### config.mk
export PLATFORM = sky130hd
export DESIGN_NAME = vslc_scan_sequencer_flat
export DESIGN_NICKNAME = d
export VERILOG_FILES = /design/src/rtl/vslc_scan_sequencer_if.sv /design/src/rtl/vslc_scan_sequencer.sv /design/src/flat_wrapper.sv
export SDC_FILE = /design/constraint.sdc
export NUM_CORES = 1
export LEC_CHECK = 0
export CAP_MARGIN = 20
export CORE_ASPECT_RATIO = 1.1
export CORE_MARGIN = 5
export CORE_UTILIZATION = 40
export CTS_CLUSTER_SIZE = 25
export DETAILED_ROUTE_END_ITERATION = 16
export GPL_ROUTABILITY_DRIVEN = 1
export REMOVE_ABC_BUFFERS = 1
export SLEW_MARGIN = 20
export SYNTH_ARGS = -nofsm -noshare
export SYNTH_HDL_FRONTEND = slang
export SYNTH_SLANG_ARGS = --single-unit
### constraint.sdc
create_clock -name clk -period 4.3 [get_ports clk]
set_input_delay 0.86 -clock clk [delete_from_list [all_inputs] [get_ports clk]]
set_output_delay 0.86 -clock clk [all_outputs]
set_load 0.005 [all_outputs]
### src/rtl/vslc_scan_sequencer_if.sv
// Signal bundle between the scan sequencer and its surroundings (pins and VSLC executor).
// instr_ready is a valid-only strobe: the executor always accepts, so there is no ready back-pressure.
interface vslc_scan_sequencer_if #(
    parameter int AW = 5
);
    logic          run;
    logic [7:0]    ui_in;
    logic          prog_we;
    logic [AW-1:0] prog_addr;
    logic [7:0]    prog_data;
    logic [AW:0]   prog_len;
    logic [7:0]    instr;
    logic          instr_ready;
    logic [7:0]    ui_snap;
    logic [7:0]    ui_prev;
    logic          scan_done;
    logic          busy;
    logic          overrun;
    logic          wr_err;
    logic [15:0]   scan_count;

    modport master (
        output run, ui_in, prog_we, prog_addr, prog_data, prog_len,
        input  instr, instr_ready, ui_snap, ui_prev, scan_done, busy,
               overrun, wr_err, scan_count
    );

    modport slave (
        input  run, ui_in, prog_we, prog_addr, prog_data, prog_len,
        output instr, instr_ready, ui_snap, ui_prev, scan_done, busy,
               overrun, wr_err, scan_count
    );
endinterface

### src/rtl/vslc_scan_sequencer.sv
// Scan-cycle controller: snapshots inputs, streams the stored ladder program to the
// executor one byte per cycle, and paces scans at SCAN_DIV clocks with overrun detection.
module vslc_scan_sequencer #(
    parameter int DEPTH    = 32,
    parameter int AW       = 5,
    parameter int SCAN_DIV = 1000
) (
    input  logic                  clk,
    input  logic                  rst_n,
    vslc_scan_sequencer_if.slave  bus,
    output logic [2:0]            state_dbg
);
    typedef enum logic [2:0] {
        S_IDLE  = 3'd0,
        S_LATCH = 3'd1,
        S_ISSUE = 3'd2,
        S_DONE  = 3'd3,
        S_WAIT  = 3'd4
    } state_t;

    localparam logic [15:0] DIV_M1  = 16'(SCAN_DIV - 1);
    localparam logic [AW:0] DEPTH_L = (AW + 1)'(DEPTH);

    logic [7:0] mem [DEPTH];

    state_t        state_q, state_d;
    logic [AW-1:0] pc_q, pc_d;
    logic [AW:0]   len_q, len_d;
    logic [AW:0]   pc_nxt;
    logic [15:0]   cnt_q, cnt_d;
    logic [7:0]    instr_q, instr_d;
    logic          instr_ready_q, instr_ready_d;
    logic [7:0]    ui_snap_q, ui_snap_d;
    logic [7:0]    ui_prev_q, ui_prev_d;
    logic          scan_done_q, scan_done_d;
    logic          busy_q, busy_d;
    logic          overrun_q, overrun_d;
    logic          wr_err_q, wr_err_d;
    logic [15:0]   scan_count_q, scan_count_d;

    // The store is only writable while idle so a scan always sees a stable program.
    always_ff @(posedge clk) begin
        if (bus.prog_we && state_q == S_IDLE) begin
            mem[bus.prog_addr] <= bus.prog_data;
        end
    end

    always_comb begin
        state_d      = state_q;
        pc_d         = pc_q;
        len_d        = len_q;
        ui_snap_d    = ui_snap_q;
        ui_prev_d    = ui_prev_q;
        overrun_d    = overrun_q;
        scan_count_d = scan_count_q;
        pc_nxt       = {1'b0, pc_q} + 1'b1;

        case (state_q)
            S_IDLE: begin
                if (bus.run) state_d = S_LATCH;
            end
            S_LATCH: begin
                ui_prev_d = ui_snap_q;
                ui_snap_d = bus.ui_in;
                pc_d      = '0;
                len_d     = (bus.prog_len > DEPTH_L) ? DEPTH_L : bus.prog_len;
                state_d   = (len_d != '0) ? S_ISSUE : S_DONE;
            end
            S_ISSUE: begin
                if (pc_nxt == len_q) state_d = S_DONE;
                else                 pc_d    = pc_nxt[AW-1:0];
            end
            S_DONE: begin
                state_d = S_WAIT;
            end
            S_WAIT: begin
                if (cnt_q >= DIV_M1) state_d = bus.run ? S_LATCH : S_IDLE;
            end
            default: state_d = S_IDLE;
        endcase

        // Cycle counter restarts at every scan start and saturates rather than wrapping.
        if (state_d == S_LATCH)                       cnt_d = '0;
        else if (state_q != S_IDLE && cnt_q != 16'hFFFF) cnt_d = cnt_q + 16'd1;
        else                                          cnt_d = cnt_q;

        instr_ready_d = (state_d == S_ISSUE);
        instr_d       = instr_ready_d ? mem[pc_d] : 8'h00;
        scan_done_d   = (state_d == S_DONE);
        busy_d        = (state_d != S_IDLE);
        wr_err_d      = bus.prog_we && (state_q != S_IDLE);

        if (state_d == S_DONE) begin
            scan_count_d = scan_count_q + 16'd1;
            if (cnt_d >= DIV_M1) overrun_d = 1'b1;
        end
    end

    always_ff @(posedge clk or negedge rst_n) begin
        if (!rst_n) begin
            state_q       <= S_IDLE;
            pc_q          <= '0;
            len_q         <= '0;
            cnt_q         <= '0;
            instr_q       <= '0;
            instr_ready_q <= 1'b0;
            ui_snap_q     <= '0;
            ui_prev_q     <= '0;
            scan_done_q   <= 1'b0;
            busy_q        <= 1'b0;
            overrun_q     <= 1'b0;
            wr_err_q      <= 1'b0;
            scan_count_q  <= '0;
        end else begin
            state_q       <= state_d;
            pc_q          <= pc_d;
            len_q         <= len_d;
            cnt_q         <= cnt_d;
            instr_q       <= instr_d;
            instr_ready_q <= instr_ready_d;
            ui_snap_q     <= ui_snap_d;
            ui_prev_q     <= ui_prev_d;
            scan_done_q   <= scan_done_d;
            busy_q        <= busy_d;
            overrun_q     <= overrun_d;
            wr_err_q      <= wr_err_d;
            scan_count_q  <= scan_count_d;
        end
    end

    assign bus.instr       = instr_q;
    assign bus.instr_ready = instr_ready_q;
    assign bus.ui_snap     = ui_snap_q;
    assign bus.ui_prev     = ui_prev_q;
    assign bus.scan_done   = scan_done_q;
    assign bus.busy        = busy_q;
    assign bus.overrun     = overrun_q;
    assign bus.wr_err      = wr_err_q;
    assign bus.scan_count  = scan_count_q;
    assign state_dbg       = state_q;
endmodule

### src/flat_wrapper.sv
// flat-port wrapper written by rule: the top's interface ports become plain ports
module vslc_scan_sequencer_flat 
#(
    parameter int DEPTH    = 32,
    parameter int AW       = 5,
    parameter int SCAN_DIV = 1000
)
  (clk, rst_n, state_dbg, bus_run, bus_ui_in, bus_prog_we, bus_prog_addr, bus_prog_data, bus_prog_len, bus_instr, bus_instr_ready, bus_ui_snap, bus_ui_prev, bus_scan_done, bus_busy, bus_overrun, bus_wr_err, bus_scan_count);
  vslc_scan_sequencer_if #(.AW(AW)) bus_i ();
  input  logic clk;
  input  logic rst_n;
  output logic [2:0] state_dbg;
  input wire logic [$bits(bus_i.run)-1:0] bus_run;
  input wire logic [$bits(bus_i.ui_in)-1:0] bus_ui_in;
  input wire logic [$bits(bus_i.prog_we)-1:0] bus_prog_we;
  input wire logic [$bits(bus_i.prog_addr)-1:0] bus_prog_addr;
  input wire logic [$bits(bus_i.prog_data)-1:0] bus_prog_data;
  input wire logic [$bits(bus_i.prog_len)-1:0] bus_prog_len;
  output wire logic [$bits(bus_i.instr)-1:0] bus_instr;
  output wire logic [$bits(bus_i.instr_ready)-1:0] bus_instr_ready;
  output wire logic [$bits(bus_i.ui_snap)-1:0] bus_ui_snap;
  output wire logic [$bits(bus_i.ui_prev)-1:0] bus_ui_prev;
  output wire logic [$bits(bus_i.scan_done)-1:0] bus_scan_done;
  output wire logic [$bits(bus_i.busy)-1:0] bus_busy;
  output wire logic [$bits(bus_i.overrun)-1:0] bus_overrun;
  output wire logic [$bits(bus_i.wr_err)-1:0] bus_wr_err;
  output wire logic [$bits(bus_i.scan_count)-1:0] bus_scan_count;
  assign bus_i.run = bus_run;
  assign bus_i.ui_in = bus_ui_in;
  assign bus_i.prog_we = bus_prog_we;
  assign bus_i.prog_addr = bus_prog_addr;
  assign bus_i.prog_data = bus_prog_data;
  assign bus_i.prog_len = bus_prog_len;
  assign bus_instr = bus_i.instr;
  assign bus_instr_ready = bus_i.instr_ready;
  assign bus_ui_snap = bus_i.ui_snap;
  assign bus_ui_prev = bus_i.ui_prev;
  assign bus_scan_done = bus_i.scan_done;
  assign bus_busy = bus_i.busy;
  assign bus_overrun = bus_i.overrun;
  assign bus_wr_err = bus_i.wr_err;
  assign bus_scan_count = bus_i.scan_count;
  vslc_scan_sequencer #(.DEPTH(DEPTH), .AW(AW), .SCAN_DIV(SCAN_DIV)) u_core (.clk(clk), .rst_n(rst_n), .bus(bus_i), .state_dbg(state_dbg));
endmodule
==> impl_metrics.tcl <==
set metrics [dict create \
    status "finished clean" \
    ctsResizeCount 0 \
    vias_per_cell 5.47 \
    initial_core_util_pct 40.2 \
    fmaxAchievable_mhz 251 \
    grt_pass1_vias 8708 \
    hold_violations 0 \
    wl_per_cell_um 20.8 \
    synthFlopType "edfxtp_1" \
    cap_violations 0 \
    internal-power_mw 6.99 \
    postSynthRegisterBits 331 \
    vdd_drop_max_v 0.000544 \
    path_clk_slew_ns 0.06 \
    synth.cell_area_um2 13700 \
    ys_types 53 \
    dieArea_um2 38000 \
    remaining_drc_errors 0 \
    drt_iter0_drc 886 \
    area_delta_synth_final_pct 19.2 \
    drt_pass1_iterations 5 \
    final_max_slew_viol_count 0 \
    postLayoutCoreUtil_pct 47.9 \
    clockPowerShare_pct 27.6 \
    setup_viol 0 \
    power_frac_comb_pct 36.9 \
    io_pins 79 \
    worstPathMaxFanout 39 \
    ys_seq_area_share_pct 69.9 \
    insertedDiodeCount 0 \
    p_switching_mw 3.93 \
    hold_class "in -> async" \
    p_leak_nw 5.93 \
    crit_type "reg -> reg" \
    holdBufCountCts 0 \
    clk_latency_ns 0.53 \
    drive_above_1_share_pct 10.3 \
    fin_setup_tns_ns 0 \
    vias 8943 \
    syn_inst 1054 \
    synth-xor-area-share_pct 2.30 \
    tightest_slew_ns 1.02 \
    startpoint "u_core.pc_q[0]" \
    grt_overflow 0 \
    yosys.area.top_type_share_pct 56.2 \
    rsz0062_at_grt "false" \
    layout_min_cycle_time_ns 3.98 \
    layout.cells.non_filler 1635 \
    cp.arrival_ns 4.36 \
    cts_max_level 2 \
    antenna_found_initial 0 \
    grt_pass1_wl_um 52600 \
    fin_crit_sh_pct 92.5 \
    dieWidth_um 186 \
    swShare_pct 36.0 \
    fillerInstances 2987 \
    crit_path_end_kind "flop" \
    r2r-start "u_core.pc_q[0]" \
    layout.nets 1202 \
    synth_compound_area_share_pct 7.51 \
    routabilityCongestion 0.818 \
    power_frac_seq_pct 35.5 \
    pre_cts_slack_ns 0.353 \
    grt_max_degree 87 \
    cts.sinks 331 \
    io_buffers 78 \
    p_total_mw 10.9 \
    synthTopCellsByArea "edfxtp_1 (56%), dfrtp_1 (14%), nand2_1 (5.9%)" \
    postRouteAntennaNets 0 \
    yosysWarnings 0 \
    slew_headroom_pct 31.7 \
    postSynth.asyncResetShare_pct 22.7 \
    cts_tree "yes" \
    cp-start-kind "flop" \
    rows 71 \
    dpl.cell_count 1567 \
    core-area_um2 34000 \
    p_per_area_nw_per_um2 669 \
    synth_top_area_cell "edfxtp_1" \
    postCtsSetupBuffers 0 \
    die_h_um 204 \
    clockBufferDepth 3 \
    synthAdderAreaFrac_pct 0.274 \
    finClkSkew_ns 0.0191 \
    grt.total_usage_pct 17.7 \
    cp_data_required_time_ns 4.68 \
    numCtsBuffers 37 \
    synth.area.mux_share_pct 4.63 \
    synth_top_family_by_area "simple AND/OR/NAND/NOR gates" \
    fin_ws_ns 0.322 \
    synth_edf_count 256 \
    synth_area_per_cell_um2 13.0 \
    routed_wl_um 34000 \
    root_buffer "clkbuf_16" \
    hpwlAfterDp_um 21500 \
    synthSimpleGateAreaFrac_pct 13.2 \
]
[power by group through the flow]
stage	sequential [mW]	combinational (mW)	clock, mW
finish	3.87	4.02	3.02
global route	3.90	4.40	3.23
CTS	3.87	4.04	3.08
detailed placement	3.94	4.02	0
global placement	3.93	3.97	0
floorplan	3.89	2.48	0
[cells in the mapped netlist, types with 2 or more instances]
cell type  number
nor3_1          7
o21ai_0        15
buf_6           6
or3_1           5
o22ai_1         2
buf_4           2
xor2_1         17
nand4b_1        2
mux2_2         10
buf_2           9
nand3_1        45
mux2i_1        52
o211ai_1       16
a31oi_1        24
and4_1          2
inv_1          11
and3_1          4
nor2_1         86
dfrtp_1        75
a221oi_1        2
a2111oi_0       5
a2bb2oi_1       6
edfxtp_1      256
clkbuf_1       31
nand4_1        18
a21boi_0        7
or3b_2          3
xnor2_1        19
a211oi_1        5
a21oi_1        33
and2_1          4
a22oi_1         9
nor3b_1         4
nor4_1          3
a32oi_1        18
ha_1            3
nand2_1       214
nand3b_1        9
[final timing paths]
kind / cells past startpoint / slack (ns) / end
setup / recovery: 12 / 0.32 / u_core.bus.instr[0]
min in group clk: 2 / 0.47 / u_core.bus.ui_prev[7]
max in group asynchronous: 1 / 3.42 / u_core.pc_q[1]
hold / removal: 1 / 0.39 / u_core.bus.scan_count[5]
hold reg to reg: 2 / 0.47 / u_core.bus.ui_prev[7]
setup reg to reg: 12 / 0.32 / u_core.bus.instr[0]
[critical path: stages (launching register included)]
cell and delay (ns):
dfrtp_1 0.45, ha_1 0.26, nand3_1 0.13, xnor2_1 0.18
or4_4 0.59, o31a_1 0.42, and2_2 0.24, clkinv_4 0.22
buf_12 0.27, mux2i_1 0.24, mux2i_1 0.12, o211ai_1 0.51
nand4_1 0.16
[through the flow]
step                area, um2  hold WS [ns]
floorplan               13400         0.455
global placement        15100         0.460
detailed placement      15100         0.466
CTS                     16300         0.480
global route            16300         0.447
finish                  16300         0.393
[layout by cell type, fill, tap and decap left out, types with 6 or more instances in the layout]
cell               n
a21boi_0           7
a21oi_1           33
a22oi_1            9
a2bb2oi_1          6
a31oi_1           24
a32oi_1           18
buf_4             43
clkbuf_1          12
clkbuf_16         38
clkdlybuf4s50_1   75
clkinv_2           7
dfrtp_1           75
edfxtp_1         256
inv_1             11
mux2_2            10
mux2i_1           51
nand2_1          214
nand3_1           45
nand3b_1           9
nand4_1           18
nor2_1            86
nor3_1             7
o211ai_1          16
o21ai_0           15
xnor2_1           19
xor2_1            17
[routing by layer]
layer  vias up  GRT usage, %  wire, um
met5         -             0         0
met1      4401          25.6     14900
met4         0          5.19       882
met3        59          3.91      2870
met2       363          26.9     15300
li1       4120             -         -
[final cells by class]
type	count	area [um2]	area share, %
sequential	331	9560	58.6
multi-input combinational	663	3840	23.5
timing repair buffer	123	1130	6.96
clock buffer	54	1050	6.44
tap	438	548	3.36
clock inverter	14	124	0.759
inverter	12	50.0	0.307
[logic make-up after synthesis]
| group | after synthesis |
|---|---|
| AOI/OAI and AO/OA | 150 |
| xor gates and xnor gates | 36 |
| adders and majority gates | 3 |
| buffers and inverters | 60 |
| DFF | 331 |
| muxes | 62 |
| and+or+nand+nor | 412 |
[flip-flops by register name (all words and copies together) (netlist names)]
register,cells
u_core.len_q,6
u_core.mem,256
u_core.pc_q,5
u_core.bus.wr_err,1
u_core.bus.scan_count,16
u_core.cnt_q,16
u_core.bus.overrun,1
u_core.bus.ui_prev,8
u_core.bus.busy,1
u_core.bus.ui_snap,8
u_core.state_dbg,3
u_core.bus.scan_done,1
u_core.bus.instr_ready,1
u_core.bus.instr,8
No activity file was read; power rests on OpenSTA's default activity.
